[config.mk]
export PLATFORM = sky130hd
export DESIGN_NAME = seq_status_tracker
export DESIGN_NICKNAME = d
export VERILOG_FILES = /design/src/rtl/seq_status_tracker.sv
export SDC_FILE = /design/constraint.sdc
export NUM_CORES = 1
export LEC_CHECK = 0
export CAP_MARGIN = 15
export CORE_MARGIN = 8
export CORE_UTILIZATION = 46
export CTS_BUF_LIST = sky130_fd_sc_hd__clkbuf_4 sky130_fd_sc_hd__clkbuf_8
export DETAILED_ROUTE_END_ITERATION = 10
export GPL_TIMING_DRIVEN = 1
export PLACE_DENSITY = 0.68
export SETUP_SLACK_MARGIN = 0.02
export SYNTH_ARGS = -nofsm -noshare
export SYNTH_HDL_FRONTEND = slang
export SYNTH_SLANG_ARGS = --single-unit
export TNS_END_PERCENT = 20
[constraint.sdc]
create_clock -name clk -period 8.9 [get_ports clk]
set_input_delay 1.335 -clock clk [delete_from_list [all_inputs] [get_ports clk]]
set_output_delay 1.335 -clock clk [all_outputs]
set_load 0.005 [all_outputs]
[src/rtl/seq_status_tracker.sv]
`default_nettype none
// ============================================================================
// Module   : seq_status_tracker
// Purpose  : Tracks retirement of SEQ core instructions. Holds a sticky
//            architectural status (AOK/HLT/ADR/INS), counts RUN cycles and
//            retired AOK instructions, and keeps a circular trace buffer of
//            the most recent retired PCs that can be popped for debug.
// Optional : STAT_WATCHDOG_EN - idle-cycle watchdog that forces FAULT_ADR
//            after WDOG_CYCLES cycles in RUN without a retire; adds wdog_fire.
// Ports    :
//   clk, rst                    clock (rising edge), synchronous active-high reset
//   retire_valid                one-cycle pulse per completed instruction
//   PC_adress, Ins_Code, Ins_fun  PC / icode / ifun of the retiring instruction
//   imemory_error, data_memory_error, instruction_invalid_check  error flags
//   stat, AOK, HLT, ADR, INS    registered status code and its one-hot decode
//   halt_req, fault_PC          terminal-state indication and ending PC
//   retired_count, cycle_count  saturating counters
//   trace_rd_en/_data/_valid    trace pop handshake
//   trace_count, trace_ovf      trace occupancy and sticky overwrite flag
//   wdog_fire                   (STAT_WATCHDOG_EN only) sticky watchdog flag
// Revision : 1.0 - initial release
// ============================================================================
module seq_status_tracker #(
    parameter int TRACE_DEPTH = 8,
    parameter int CNT_W       = 32,
    parameter int WDOG_CYCLES = 64
) (
    input  logic                           clk,
    input  logic                           rst,
    input  logic                           retire_valid,
    input  logic [63:0]                    PC_adress,
    input  logic [3:0]                     Ins_Code,
    input  logic [3:0]                     Ins_fun,
    input  logic                           imemory_error,
    input  logic                           data_memory_error,
    input  logic                           instruction_invalid_check,
    output logic [2:0]                     stat,
    output logic                           AOK,
    output logic                           HLT,
    output logic                           ADR,
    output logic                           INS,
    output logic                           halt_req,
    output logic [63:0]                    fault_PC,
    output logic [CNT_W-1:0]               retired_count,
    output logic [CNT_W-1:0]               cycle_count,
`ifdef STAT_WATCHDOG_EN
    output logic                           wdog_fire,
`endif
    input  logic                           trace_rd_en,
    output logic [63:0]                    trace_rd_data,
    output logic                           trace_rd_valid,
    output logic [$clog2(TRACE_DEPTH):0]   trace_count,
    output logic                           trace_ovf
);

    localparam int c_PTR_W  = $clog2(TRACE_DEPTH);
    localparam int c_TCNT_W = c_PTR_W + 1;

    localparam logic [2:0] c_ST_IDLE      = 3'd0;
    localparam logic [2:0] c_ST_RUN       = 3'd1;
    localparam logic [2:0] c_ST_HALTED    = 3'd2;
    localparam logic [2:0] c_ST_FAULT_ADR = 3'd3;
    localparam logic [2:0] c_ST_FAULT_INS = 3'd4;

    localparam logic [2:0] c_STAT_AOK = 3'd1;
    localparam logic [2:0] c_STAT_HLT = 3'd2;
    localparam logic [2:0] c_STAT_ADR = 3'd3;
    localparam logic [2:0] c_STAT_INS = 3'd4;

    localparam logic [CNT_W-1:0]    c_CNT_ONE   = {{(CNT_W-1){1'b0}}, 1'b1};
    localparam logic [CNT_W-1:0]    c_CNT_MAX   = {CNT_W{1'b1}};
    localparam logic [c_PTR_W-1:0]  c_PTR_ONE   = {{(c_PTR_W-1){1'b0}}, 1'b1};
    localparam logic [c_TCNT_W-1:0] c_TCNT_ONE  = {{(c_TCNT_W-1){1'b0}}, 1'b1};
    localparam logic [c_TCNT_W-1:0] c_TCNT_FULL = c_TCNT_W'(TRACE_DEPTH);

    logic [2:0]          r_state_q,     w_state_d;
    logic [2:0]          r_stat_q,      w_stat_d;
    logic                r_halt_q,      w_halt_d;
    logic [63:0]         r_fault_pc_q,  w_fault_pc_d;
    logic [CNT_W-1:0]    r_retired_q,   w_retired_d;
    logic [CNT_W-1:0]    r_cycle_q,     w_cycle_d;
    logic [c_PTR_W-1:0]  r_wr_ptr_q,    w_wr_ptr_d;
    logic [c_PTR_W-1:0]  r_rd_ptr_q,    w_rd_ptr_d;
    logic [c_TCNT_W-1:0] r_tcount_q,    w_tcount_d;
    logic                r_ovf_q,       w_ovf_d;
    logic                r_rd_valid_q,  w_rd_valid_d;
    logic [63:0]         r_rd_data_q,   w_rd_data_d;
    logic [63:0]         r_mem [TRACE_DEPTH];

    logic w_active;
    logic w_accept;
    logic w_rd;
    logic w_full;
    logic w_mem_we;

`ifdef STAT_WATCHDOG_EN
    localparam int                 c_IDLE_W    = $clog2(WDOG_CYCLES + 1);
    localparam logic [c_IDLE_W-1:0] c_IDLE_ONE  = {{(c_IDLE_W-1){1'b0}}, 1'b1};
    localparam logic [c_IDLE_W-1:0] c_IDLE_LAST = c_IDLE_W'(WDOG_CYCLES - 1);

    logic [c_IDLE_W-1:0] r_idle_q,    w_idle_d;
    logic [63:0]         r_last_pc_q, w_last_pc_d;
    logic                r_wdog_q,    w_wdog_d;
`endif

    // ifun does not influence status; it is part of the retire bundle only.
    logic w_unused;
    assign w_unused = ^{Ins_fun, (WDOG_CYCLES < 1)};

    always_comb begin
        w_state_d    = r_state_q;
        w_stat_d     = r_stat_q;
        w_halt_d     = r_halt_q;
        w_fault_pc_d = r_fault_pc_q;
        w_retired_d  = r_retired_q;
        w_cycle_d    = r_cycle_q;
        w_wr_ptr_d   = r_wr_ptr_q;
        w_rd_ptr_d   = r_rd_ptr_q;
        w_tcount_d   = r_tcount_q;
        w_ovf_d      = r_ovf_q;
        w_rd_valid_d = 1'b0;
        w_rd_data_d  = r_rd_data_q;
`ifdef STAT_WATCHDOG_EN
        w_idle_d     = r_idle_q;
        w_last_pc_d  = r_last_pc_q;
        w_wdog_d     = r_wdog_q;
`endif

        // Only IDLE and RUN accept retires; terminal states freeze everything
        // except trace reads.
        w_active = (r_state_q == c_ST_IDLE) || (r_state_q == c_ST_RUN);
        w_accept = retire_valid && w_active;
        w_rd     = trace_rd_en && (r_tcount_q != '0);
        w_full   = (r_tcount_q == c_TCNT_FULL);
        w_mem_we = w_accept;

        if ((r_state_q == c_ST_RUN) && (r_cycle_q != c_CNT_MAX)) begin
            w_cycle_d = r_cycle_q + c_CNT_ONE;
        end

        if (w_accept) begin
            w_state_d = c_ST_RUN;
            if (imemory_error || data_memory_error) begin
                w_state_d    = c_ST_FAULT_ADR;
                w_stat_d     = c_STAT_ADR;
                w_halt_d     = 1'b1;
                w_fault_pc_d = PC_adress;
            end else if (instruction_invalid_check) begin
                w_state_d    = c_ST_FAULT_INS;
                w_stat_d     = c_STAT_INS;
                w_halt_d     = 1'b1;
                w_fault_pc_d = PC_adress;
            end else if (Ins_Code == 4'd0) begin
                w_state_d    = c_ST_HALTED;
                w_stat_d     = c_STAT_HLT;
                w_halt_d     = 1'b1;
                w_fault_pc_d = PC_adress;
            end else if (r_retired_q != c_CNT_MAX) begin
                w_retired_d = r_retired_q + c_CNT_ONE;
            end
        end

`ifdef STAT_WATCHDOG_EN
        if (w_accept) begin
            w_last_pc_d = PC_adress;
        end
        // A retire on the limit cycle clears the idle count and so wins.
        if (r_state_q == c_ST_RUN) begin
            if (retire_valid) begin
                w_idle_d = '0;
            end else if (r_idle_q == c_IDLE_LAST) begin
                w_state_d    = c_ST_FAULT_ADR;
                w_stat_d     = c_STAT_ADR;
                w_halt_d     = 1'b1;
                w_fault_pc_d = r_last_pc_q;
                w_wdog_d     = 1'b1;
            end else begin
                w_idle_d = r_idle_q + c_IDLE_ONE;
            end
        end
`endif

        // Trace read always takes the oldest entry as it stood before any
        // same-cycle write, so a full buffer with read+write simply rotates.
        if (w_rd) begin
            w_rd_valid_d = 1'b1;
            w_rd_data_d  = r_mem[r_rd_ptr_q];
            w_rd_ptr_d   = r_rd_ptr_q + c_PTR_ONE;
        end

        if (w_accept) begin
            w_wr_ptr_d = r_wr_ptr_q + c_PTR_ONE;
            if (w_full && !w_rd) begin
                // Overwrite the oldest entry: drop it by advancing rd_ptr.
                w_rd_ptr_d = r_rd_ptr_q + c_PTR_ONE;
                w_ovf_d    = 1'b1;
            end
        end

        case ({w_accept, w_rd})
            2'b10:   w_tcount_d = w_full ? r_tcount_q : (r_tcount_q + c_TCNT_ONE);
            2'b01:   w_tcount_d = r_tcount_q - c_TCNT_ONE;
            default: w_tcount_d = r_tcount_q;
        endcase
    end

    always_ff @(posedge clk) begin
        if (rst) begin
            r_state_q    <= c_ST_IDLE;
            r_stat_q     <= c_STAT_AOK;
            r_halt_q     <= 1'b0;
            r_fault_pc_q <= '0;
            r_retired_q  <= '0;
            r_cycle_q    <= '0;
            r_wr_ptr_q   <= '0;
            r_rd_ptr_q   <= '0;
            r_tcount_q   <= '0;
            r_ovf_q      <= 1'b0;
            r_rd_valid_q <= 1'b0;
            r_rd_data_q  <= '0;
`ifdef STAT_WATCHDOG_EN
            r_idle_q     <= '0;
            r_last_pc_q  <= '0;
            r_wdog_q     <= 1'b0;
`endif
        end else begin
            r_state_q    <= w_state_d;
            r_stat_q     <= w_stat_d;
            r_halt_q     <= w_halt_d;
            r_fault_pc_q <= w_fault_pc_d;
            r_retired_q  <= w_retired_d;
            r_cycle_q    <= w_cycle_d;
            r_wr_ptr_q   <= w_wr_ptr_d;
            r_rd_ptr_q   <= w_rd_ptr_d;
            r_tcount_q   <= w_tcount_d;
            r_ovf_q      <= w_ovf_d;
            r_rd_valid_q <= w_rd_valid_d;
            r_rd_data_q  <= w_rd_data_d;
`ifdef STAT_WATCHDOG_EN
            r_idle_q     <= w_idle_d;
            r_last_pc_q  <= w_last_pc_d;
            r_wdog_q     <= w_wdog_d;
`endif
        end
    end

    // Trace storage needs no reset: pointers and count define validity.
    always_ff @(posedge clk) begin
        if (w_mem_we && !rst) begin
            r_mem[r_wr_ptr_q] <= PC_adress;
        end
    end

    assign stat           = r_stat_q;
    assign AOK            = (r_stat_q == c_STAT_AOK);
    assign HLT            = (r_stat_q == c_STAT_HLT);
    assign ADR            = (r_stat_q == c_STAT_ADR);
    assign INS            = (r_stat_q == c_STAT_INS);
    assign halt_req       = r_halt_q;
    assign fault_PC       = r_fault_pc_q;
    assign retired_count  = r_retired_q;
    assign cycle_count    = r_cycle_q;
    assign trace_rd_data  = r_rd_data_q;
    assign trace_rd_valid = r_rd_valid_q;
    assign trace_count    = r_tcount_q;
    assign trace_ovf      = r_ovf_q;
`ifdef STAT_WATCHDOG_EN
    assign wdog_fire      = r_wdog_q;
`endif

endmodule
`default_nettype wire

==> impl_summary.txt <==
----------------------------------------------------
[Run status]
  Result of the run ... finished clean

[Critical path]
  Arr. time, crit path ... 4.52 ns
  Reg-to-reg critical path endpoint ... r_mem[1][10]
  Crit path capture type ... flop
  Worst path required time ... 9.23 ns
  Category of the worst setup path launch point ... input port
  Critical path class ... in2reg
  Worst R2R Path Depth ... 4
  R2r setup slk ... 5.43 ns
  RR Startpoint ... r_state_q[2]
  Worst-path fanout max ... 37

[Timing]
  Setup TNS ... 0 ns
  Final Max Tran Viols ... 0
  RSZ-0062 raised after global routing ... no
  Rel. slew slack ... 0.218
  Smallest hold slack ... 0.451 ns
  Fmax ... 239 MHz
  Slew at the pin closest to its max-slew limit ... 1.17 ns
  Worst setup skew after layout ... 0.0372 ns
  Period utilization ... 0.471
  Endpoints failing hold ... 0
  Final worst path period need ... 4.19 ns
  Number of setup violations in the final report ... 0

[Clocking]
  Latest clock arrival within the worst-skew pair ... 0.73 ns
  Hold_buf cts ... 0
  Maximum clock path buffer count ... 3
  Level count of the clock H-tree ... 3
  Clock Sink Count ... 723
  Total CTS buffers ... 113
  CTS tree ... done
  Clock slew seen by the registers of the worst setup and hold paths ... 0.06 ns
  Setup fix buffers added after clock tree synthesis ... 0
  Gates resized, CTS repair ... 0
  CTS root buffer ... sky130_fd_sc_hd__clkbuf_8

[Logic synthesis]
  Most used standard cell by instance count after synthesis ... sky130_fd_sc_hd__edfxtp_1
  Top-area cell type share of the netlist area ... 0.560
  Fraction of registers with async set/reset ... 0
  Synth unique cells ... 50
  Number of flops mapped to enable cells by yosys ... 512
  Synth Instances ... 1,744
  Proportion of synthesized chip area in sequential cells ... 0.714
  Mean instance size in the synthesized netlist ... 15.7 um2
  Top post-synthesis cells by count ... 512 x sky130_fd_sc_hd__edfxtp_1, 211 x sky130_fd_sc_hd__dfxtp_1, 162 x sky130_fd_sc_hd__nand2_1
  Synth area leaders ... sky130_fd_sc_hd__edfxtp_1 56%, sky130_fd_sc_hd__dfxtp_1 15%, sky130_fd_sc_hd__mux4_2 11%, sky130_fd_sc_hd__mux2i_1 2.4%, sky130_fd_sc_hd__a21oi_1 2.3%
  Area of the mapped netlist ... 27,500 um2
  Most common flop cell mapped by yosys ... sky130_fd_sc_hd__edfxtp_1
  Number of flip-flops and latches in the synthesized netlist ... 723
  Count of yosys warnings during synthesis ... 0
  Syn nets ... 1,828
  Largest area contributor in the netlist ... sky130_fd_sc_hd__edfxtp_1

[Detailed routing]
  Iteration-0 DRC count of the detailed router ... 972
  Count of unresolved DRC violations after routing ... 0
  Count of nets left with antenna violations after detail routing ... 0
  Vias per cell ... 5.55
  Detailed-router iteration count before antenna repair ... 6
  Total via count after detailed routing ... 16,308
  Average wire length per cell after detail routing ... 21.7 um
  Post-detailed-routing wire length ... 63,700 um

[Placed design]
  Count of buffers from port buffering ... 280
  Final RePlAce weighted congestion ... 0.835
  Detailed Place HPWL ... 36,900 um

[Floorplanning]
  Height of the die ... 260 um
  Number of ports placed on the die boundary ... 285
  Core region area ... 59,000 um2
  Number of standard-cell rows in the floorplan ... 89
  Starting density of the core ... 0.465
  Overall die width ... 260 um
  Die Footprint ... 67,800 um2

[Worst hold path]
  Hold path depth ... 2
  Hold Crit Start ... fault_PC[25]
  Min-Delay Endpoint ... fault_PC[25]
  Class of the worst hold path ... reg2reg

[Pwr]
  NetSw ... 2.01 mW
  Peak supply drop ... 0.146 mV
  Part of the total power dissipated in the clock network ... 0.367
  Relative contribution of combinational cells to total power ... 0.145
  Areal power density over the cells ... 240 nW/um2
  Leakage power ... 10.5 nW
  Post-layout total power ... 8.07 mW
  Switching portion of total power ... 0.249
  Internal Pwr Total ... 6.06 mW
  Share of total power in sequential cells ... 0.488

[Global route]
  Highest-utilization routing layer at the global route stage ... met2
  Total global routing overflow ... 0
  Global-route wire length before repair ... 97,600 um
  Global Route met1 Usage ... 0.235
  Met2 routing resource usage after global routing ... 0.306
  Global routing met3 resource utilization ... 0.0585
  Via count of the first global-routing pass ... 16,752
  Initial antenna violation count ... 0
  Largest net degree at the start of global routing ... 87
  Aggregate global-route resource usage ... 0.185

[Cells and area]
  Filler cells ... 4,570
  Share of final-layout standard cells stronger than drive strength 1 ... 0.178
  # nets final ... 2,146
  Layout overhead on the synthesized area ... 22.4%
  Post-route core utilization ... 0.569
  Antenna Diode Count ... 0

[Run]
  Max_cap viols ... 0

----------------------------------------------------
area by class of cell:
type	count	area (um2)	area share
Clock buffer	173	2120	0.0632
Clock inverter	43	352	0.0105
Inverter	8	30.0	0.000894
Multi-Input combinational cell	913	7520	0.224
Sequential cell	723	19600	0.584
Tap cell	773	967	0.0288
Timing Repair Buffer	303	2990	0.0890
cell families (layout without fill, tap and decap cells):
family	Yosys count	count (layout)	share of synthesized area
muxes	201	201	0.132
adders and majority gates	5	5	0.00228
xor gates and xnor gates	10	10	0.00319
buffers and inverters	108	527	0.0155
and+or+nand+nor	434	434	0.0766
AOI/OAI and AO/OA	263	263	0.0566
DFF	723	723	0.714
per-stage QoR:
step	cells	cell area (um2)	worst slack [ns]
after floorplan	1744	27500	1.67
after global placement	2719	31100	3.97
after detailed placement	2719	31100	3.93
after CTS	2935	33600	4.72
after global routing	2936	33600	4.60
final	2936	33600	4.71
worst max-delay path, cell delays in order:
cell	delay, ns
sky130_fd_sc_hd__clkdlybuf4s50_1	0.47
sky130_fd_sc_hd__or3b_2	0.62
sky130_fd_sc_hd__or3_1	0.52
sky130_fd_sc_hd__nor2_4	0.86
sky130_fd_sc_hd__buf_4	0.66
how the worst max path moves through the flow:
stage | from | end | slack [ns] | depth (start not counted)
6_report | retire_valid | r_mem[1][10] | 4.71 | 5
5_1_grt | retire_valid | r_mem[0][42] | 4.60 | 5
4_1_cts | retire_valid | r_mem[1][12] | 4.72 | 5
3_5_place_dp | retire_valid | r_mem[4][25] | 3.93 | 5
3_3_place_gp | retire_valid | r_mem[4][14] | 3.97 | 5
2_1_floorplan | retire_valid | r_mem[0][0] | 1.67 | 4
metal layers:
metal  vias up  share of wire
met2       492           0.49
met1      8267           0.42
met5         -              0
li1       7464              -
met4         0          0.014
met3        85          0.082
state kept, by name, summed over array words and instances (netlist names):
register / count
trace_ovf: 1
r_state_q: 3
retired_count: 32
trace_rd_data: 64
r_wr_ptr_q: 3
fault_PC: 64
trace_count: 4
trace_rd_valid: 1
r_mem: 512
stat: 3
cycle_count: 32
halt_req: 1
r_rd_ptr_q: 3
layout by cell type, fill, tap and decap left out, drive strengths merged, types with 10 or more instances in the layout:
master,netlist,layout
o21ai,45,45
mux4,128,128
or4,17,17
nand4,25,25
nand3,21,21
nor2,109,109
dfxtp,211,211
clkdlybuf4s50,0,279
buf,27,22
clkinv,0,33
nor4,10,10
mux2i,66,66
edfxtp,512,512
a21oi,125,125
a211oi,64,64
clkbuf,73,175
o31ai,16,16
inv,8,13
or3,38,38
nor3,11,11
nand2,162,162
power by group through the flow:
stage | logic, mW | registers, mW | clock network [mW]
after floorplan | 0.686 | 3.95 | 0
after CTS | 1.20 | 3.95 | 3.04
after global placement | 1.18 | 4.01 | 0
after global routing | 1.28 | 3.97 | 3.19
final | 1.17 | 3.94 | 2.96
after detailed placement | 1.19 | 4.02 | 0
Note: power is estimated with default switching activity, not from simulation.
